--- config.mk ---
export PLATFORM = sky130hd
export DESIGN_NAME = svm_feature_packer
export DESIGN_NICKNAME = d
export VERILOG_FILES = /design/src/rtl/svm_feature_packer.sv
export SDC_FILE = /design/constraint.sdc
export NUM_CORES = 1
export LEC_CHECK = 0
export BUFFER_PORTS_ARGS = -buffer_cell sky130_fd_sc_hd__buf_2
export CAP_MARGIN = 5
export CORE_MARGIN = 1
export CORE_UTILIZATION = 60
export CTS_CLUSTER_SIZE = 12
export DETAILED_ROUTE_END_ITERATION = 10
export PLACE_DENSITY = 0.95
export SYNTH_ARGS = -nofsm -noshare
export SYNTH_HDL_FRONTEND = slang
export SYNTH_SLANG_ARGS = --single-unit
export TNS_END_PERCENT = 100
--- constraint.sdc ---
create_clock -name axi_clk -period 5.4 [get_ports axi_clk]
set_input_delay 0.54 -clock axi_clk [delete_from_list [all_inputs] [get_ports axi_clk]]
set_output_delay 0.54 -clock axi_clk [all_outputs]
set_load 0.005 [all_outputs]
--- src/rtl/svm_feature_packer.sv ---
// Packs 32-bit AXI-Stream words into NUM_FEATURES-wide vector beats, zero-padding short packets.
// Optional SVM_PACK_ERR_CNT_EN enables the saturating short-packet counter on err_count.
`timescale 1ns/1ps

module svm_feature_packer #(
    parameter int NUM_FEATURES         = 8,
    parameter int DATA_WIDTH           = 16,
    parameter int C_S_AXIS_TDATA_WIDTH = 32,
    parameter int C_M_AXIS_TDATA_WIDTH = NUM_FEATURES * DATA_WIDTH
) (
    input  logic                            axi_clk,
    input  logic                            axi_reset_n,
    input  logic [C_S_AXIS_TDATA_WIDTH-1:0] s_axis_tdata,
    input  logic                            s_axis_tvalid,
    output logic                            s_axis_tready,
    input  logic                            s_axis_tlast,
    output logic [C_M_AXIS_TDATA_WIDTH-1:0] m_axis_tdata,
    output logic                            m_axis_tvalid,
    input  logic                            m_axis_tready,
    output logic                            m_axis_tlast,
    output logic                            err_short_pkt,
    input  logic                            err_clear,
    output logic [15:0]                     err_count
);

    localparam int WORDS = C_M_AXIS_TDATA_WIDTH / C_S_AXIS_TDATA_WIDTH;
    localparam int CW    = (WORDS > 1) ? $clog2(WORDS) : 1;
    localparam logic [CW-1:0] LAST = CW'(WORDS - 1);

    typedef enum logic {ST_EMPTY, ST_FULL} state_t;

    state_t                                        r_state;
    state_t                                        w_state_next;
    logic [CW-1:0]                                 r_word_cnt;
    logic [WORDS-1:0][C_S_AXIS_TDATA_WIDTH-1:0]    r_asm;
    logic [C_M_AXIS_TDATA_WIDTH-1:0]               r_out_data;
    logic                                          r_out_last;
    logic                                          r_err;
    logic [C_M_AXIS_TDATA_WIDTH-1:0]               w_vec;
    logic                                          w_stall;
    logic                                          w_acc;
    logic                                          w_done;
    logic                                          w_short;

    // A word that would complete a vector (final slot or tlast) must wait while the output is stalled.
    assign w_stall       = (r_state == ST_FULL) & ~m_axis_tready;
    assign s_axis_tready = ~(w_stall & ((r_word_cnt == LAST) | s_axis_tlast));
    assign w_acc         = s_axis_tvalid & s_axis_tready;
    assign w_done        = w_acc & ((r_word_cnt == LAST) | s_axis_tlast);
    assign w_short       = w_done & s_axis_tlast & (r_word_cnt != LAST);

    genvar gi;
    generate
        for (gi = 0; gi < WORDS; gi++) begin : g_slot
            assign w_vec[gi*C_S_AXIS_TDATA_WIDTH +: C_S_AXIS_TDATA_WIDTH] =
                (CW'(gi) == r_word_cnt) ? s_axis_tdata :
                (CW'(gi) <  r_word_cnt) ? r_asm[gi]    : '0;
        end
    endgenerate

    always_comb begin
        w_state_next = r_state;
        case (r_state)
            ST_EMPTY: if (w_done) w_state_next = ST_FULL;
            ST_FULL:  if (!w_done && m_axis_tready) w_state_next = ST_EMPTY;
            default:  w_state_next = ST_EMPTY;
        endcase
    end

    always_ff @(posedge axi_clk or negedge axi_reset_n) begin
        if (!axi_reset_n) begin
            r_state    <= ST_EMPTY;
            r_word_cnt <= '0;
            r_asm      <= '0;
            r_out_data <= '0;
            r_out_last <= 1'b0;
        end else begin
            r_state <= w_state_next;
            if (w_done) begin
                r_out_data <= w_vec;
                r_out_last <= s_axis_tlast;
                r_word_cnt <= '0;
                r_asm      <= '0;
            end else if (w_acc) begin
                r_asm[r_word_cnt] <= s_axis_tdata;
                r_word_cnt        <= r_word_cnt + 1'b1;
            end
        end
    end

    // Clear has priority over a short-packet set in the same cycle.
    always_ff @(posedge axi_clk or negedge axi_reset_n) begin
        if (!axi_reset_n) begin
            r_err <= 1'b0;
        end else if (err_clear) begin
            r_err <= 1'b0;
        end else if (w_short) begin
            r_err <= 1'b1;
        end
    end

`ifdef SVM_PACK_ERR_CNT_EN
    logic [15:0] r_err_cnt;

    always_ff @(posedge axi_clk or negedge axi_reset_n) begin
        if (!axi_reset_n) begin
            r_err_cnt <= '0;
        end else if (err_clear) begin
            r_err_cnt <= '0;
        end else if (w_short && (r_err_cnt != 16'hFFFF)) begin
            r_err_cnt <= r_err_cnt + 16'd1;
        end
    end

    assign err_count = r_err_cnt;
`else
    assign err_count = 16'd0;
`endif

    assign m_axis_tvalid = (r_state == ST_FULL);
    assign m_axis_tdata  = r_out_data;
    assign m_axis_tlast  = r_out_last;
    assign err_short_pkt = r_err;

endmodule
### Word level (Yosys, flattened, before mapping)

Cells that the tools add are included.

* flip-flop bits (word level): 261
* input port bits: 38
* output and inout port bits: 148
* logic and storage cells: 57

* add/subtract/negate cells: 1
* order comparisons: 6
* equal/unequal tests: 5
* muxes and demuxes: 20
* bitwise logic cells: 10
* reduce and logical (&&, ||, !) cells: 6

Operators by type and width (number)
* 32-bit two-way mux: 9
* 128-bit two-way mux: 2
* 128-bit bitwise mux: 1
* 32-bit demux with 2-bit select: 1
* 1-bit AND: 6
* 2-bit equality test, first input constant: 2
* 1-bit by 2-bit less-than comparator with 1-bit output, first input constant: 2
* 2-bit less-than comparator, first input constant: 2
* 1-bit two-way mux: 4
* 2-bit two-way mux: 2
* 2-bit nonzero test: 2
* 2-bit by 3-bit less-than comparator with 1-bit output, second input constant: 1
* 1-bit inverter: 3
* 2-bit by 1-bit adder with 2-bit output, second input constant: 1
* 1-bit by 2-bit equality test with 1-bit output, first input constant: 1
* 2-bit equality test, second input constant: 1
* 2-bit by 1-bit >= comparator with 1-bit output, second input constant: 1
* 1-bit logical AND: 2
* 2-bit zero test: 1
* 2-bit inequality test, second input constant: 1
* 1-bit case mux with 2 select lines: 1
* 1-bit zero test: 1
* 1-bit bitwise OR: 1

### Depth between registers and ports, before layout

* depth after elaboration: 10
* gate-level depth with buffers: 8

### Least setup slack after synthesis

No wires, ideal clock.

* kind: register to register
* start: reg r_word_cnt[0]
* end: reg r_out_data[19], in the netlist m_axis_tdata[19]
* arrival time: 1.656 ns
* data required time: 5.275 ns
* setup slack: 3.618 ns
* stages on the path, launching flop included: 7
* path buffers: 2
* clock period less this slack: 1.782 ns
* path through: dfrtp_1 -> inv_1 -> ha_1 -> clkbuf_1 -> buf_2 -> mux2_2 -> mux2_4

* word-level cells in the longest chain between the ends: 6

RTL lines
* start, declared: line 34 `logic [CW-1:0] r_word_cnt;`
* start signal, assigned: line 86 `r_word_cnt <= r_word_cnt + 1'b1;`
* 2-bit equality test: line 47, 49
* 1-bit bitwise OR: line 47, 49
* 1-bit AND: line 47 `assign s_axis_tready = ~(w_stall & ((r_word_cnt == LAST) | s_axis_tlast));`
* 1-bit inverter: line 47
* 1-bit AND: line 48 `assign w_acc = s_axis_tvalid & s_axis_tready;`
* 1-bit AND: line 49 `assign w_done = w_acc & ((r_word_cnt == LAST) | s_axis_tlast);`
* end signal, assigned: line 80 `r_out_data <= w_vec;`
* end, declared: line 36 `logic [C_M_AXIS_TDATA_WIDTH-1:0] r_out_data;`

Parallel ways exist; a longest one is shown, timed or not.
A chain may end at the register's enable or synchronous reset.

### Final worst setup path

* start: reg r_word_cnt[0]
* end: reg r_out_data[6], in the netlist m_axis_tdata[6]

The elaborated chain is that of the path after synthesis.

==> results.cfg <==
[worst_setup_path]
critPathMaxStageDelay_ps = 780
crit_type = reg -> reg
cp_slowest_cell = nor2_1
reg2reg_slack_ps = 2130
cp_data_required_time_ps = 5780
cp_max_fo = 44
crit_chain = ha_1 -> nor2_1 -> nand3b_4 -> buf_4 -> mux2_2
critical_path.endpoint = m_axis_tdata[6]
crit_start = r_word_cnt[0]
arrival_ps = 3650
start_kind = register
r2r_end = m_axis_tdata[6]
critPathCaptureType = register
timing.rr.start = r_word_cnt[0]
worst-r2r-cell-count = 5

[place]
gp_congestion = 0.736
placed_cells = 987
io_buffer_count = 169
place_ws_ps = 2170
place_hpwl_mm = 14.0

[floorplanning]
die_x_um = 131
rows = 46
coreArea_um2 = 16100
chipHeight_um = 131
die_area_um2 = 17200
io_pins = 186
initial_utilization = 0.622

[job]
maxCapViolCount = 0

[global_routing]
globalRouteTotalUtil = 0.277
grt_overflow = 0
grt_pass1_wl_mm = 37.6
grt_max_degree = 125
grt_pass1_vias = 6627
antenna_found_initial = 0

[cts]
cts_buffers = 24
hold_buffers = 0
clk_path_buf_depth = 3
root_buffer = clkbuf_16
cts_htree_levels = 1
post_cts_buffers = 0
cts_tree = built
clock_latency_ps = 500
ctsResizeCount = 0
clkTransAtPathRegs_ps = 60
cts.sinks = 229

[yosys]
synth_flop_cell = dfrtp_1
synthDominantCellAreaShare = 0.572
synth.distinct_cells = 27
ys_ff_latch = 229
synth_top_cell_by_area = dfrtp_1
netlist_instances = 661
syn-cell-area_um2 = 10000
syn_area_per_cell_um2 = 15.2
yosysWarnings = 0
yosysSeqAreaShare = 0.572
synthTopCellsByArea = dfrtp_1 (57%), a22o_1 (17%), mux2_4 (12%)
synth_edf_count = 0
synthArstFlopShare = 1.00

[sta]
drv_slew = 0
fmax_mhz = 305
worstMarginPinSlew_ps = 1220
final-setup-viol-count = 0
tns_ps = 0
slew_headroom = 0.182
rsz0062_at_grt = no
fin_crit_ps = 3270
finalClockSkew_ps = 7.10
final.setup.worst_slack_ps = 2130
period_share = 0.606
hold_violations = 0

[pwr]
p_leak_uw = 0.00601
ir_drop_mv = 0.295
cellPowerDensity_nw_per_um2 = 546

[detailed_routing]
vias = 6572
post_drt_wl_per_cell_um = 23.2
drt_iter0_markers = 482
drtAntennaViolNets = 0
viasPerCell = 6.41
drcViolationCount = 0
firstDrtPassIters = 4
wl_mm = 23.8

[worst_hold_path]
hp-class = in -> async

[final_layout]
nFillCells = 1043
syn2layout_area_growth_pct = 13.8
layout_common_cells = dfrtp_1 (229), a22o_1 (192), buf_2 (168)
final_common_cell = dfrtp_1
final_cells = 1025
fin_nets = 840
drive_above_1_share = 0.426
diodes = 0

[outcome]
status = finished clean
## registers in the layout, indices dropped and copies added (netlist names)
register	count
m_axis_tlast	1
m_axis_tdata	128
r_word_cnt	2
r_asm	96
m_axis_tvalid	1
err_short_pkt	1
## metal layers
layer,track usage,share of wire,vias to the layer above,routed length [µm]
li1,-,-,2744,-
met1,0.389,0.42,3461,10100
met2,0.448,0.49,318,11700
met3,0.0421,0.065,49,1540
met4,0.0810,0.022,0,513
met5,0,0,-,0
## critical path, delay by kind of cell (launching register included)
kind	cells	cell delay [ps]
and+or+nand+nor	2	1350
buffers and inverters	1	640
DFF	1	440
adders and majority gates	1	280
muxes	1	420
## cell usage after synthesis, types with 2 or more instances
library cell and count:
o211ai_2 3, clkbuf_1 9, o21ai_0 2, buf_4 25
a22o_1 192, or3_1 3, mux2_2 51, dfrtp_1 229
nand2b_1 2, buf_2 19, mux2_4 77, inv_1 3
nor2b_1 2, buf_6 25, and3_4 3, ha_1 5
## where the power goes
part,total (µW),switching [µW],internal [µW]
clock network,1500,637,868
registers,2650,369,2290
logic,2060,945,1120
## how the worst min path moves through the flow
| stage | from | to | slack [ps] | cells after the start |
|---|---|---|---|---|
| floorplan | axi_reset_n | err_short_pkt | 240 | 0 |
| global placement | err_short_pkt | err_short_pkt | 480 | 2 |
| detailed placement | r_asm[24] | r_asm[24] | 480 | 1 |
| CTS | axi_reset_n | m_axis_tdata[22] | 170 | 1 |
| global route | axi_reset_n | m_axis_tdata[19] | 220 | 1 |
| finish | axi_reset_n | m_axis_tdata[22] | 130 | 1 |
## cells by family (layout without fill, tap and decap cells)
logic type | count (synthesis) | in the layout | synth area share
flops | 229 | 229 | 0.572
compound gates | 201 | 201 | 0.175
mux | 128 | 128 | 0.173
buf+inv | 81 | 214 | 0.0608
simple gates | 16 | 16 | 0.0122
fa+ha+maj | 5 | 5 | 0.00625
other cells | 1 | 16 | 0.000374
## per-stage QoR
| stage | power (µW) | cell area, µm² | hold slack [ps] | util |
|---|---|---|---|---|
| 2_1_floorplan | 3970 | 10100 | 244 | - |
| 3_3_place_gp | 4570 | 10700 | 475 | 0.664 |
| 3_5_place_dp | 4700 | 10700 | 479 | 0.664 |
| 4_1_cts | 6230 | 11400 | 169 | 0.707 |
| 5_1_grt | 6490 | 11400 | 220 | 0.707 |
| 6_report | 6220 | 11400 | 134 | 0.707 |
## cell type report
cell class                 count  area (µm²)  area share
sequential                   229        5730       0.503
inverter                       3        11.3    0.000988
clock inverter                 3        17.5     0.00154
tap                          216         270      0.0237
timing repair buffer         173         898      0.0788
multi-input combinational    366        3780       0.332
clock buffer                  35         683      0.0600
Power figures use the tool's default switching activity.
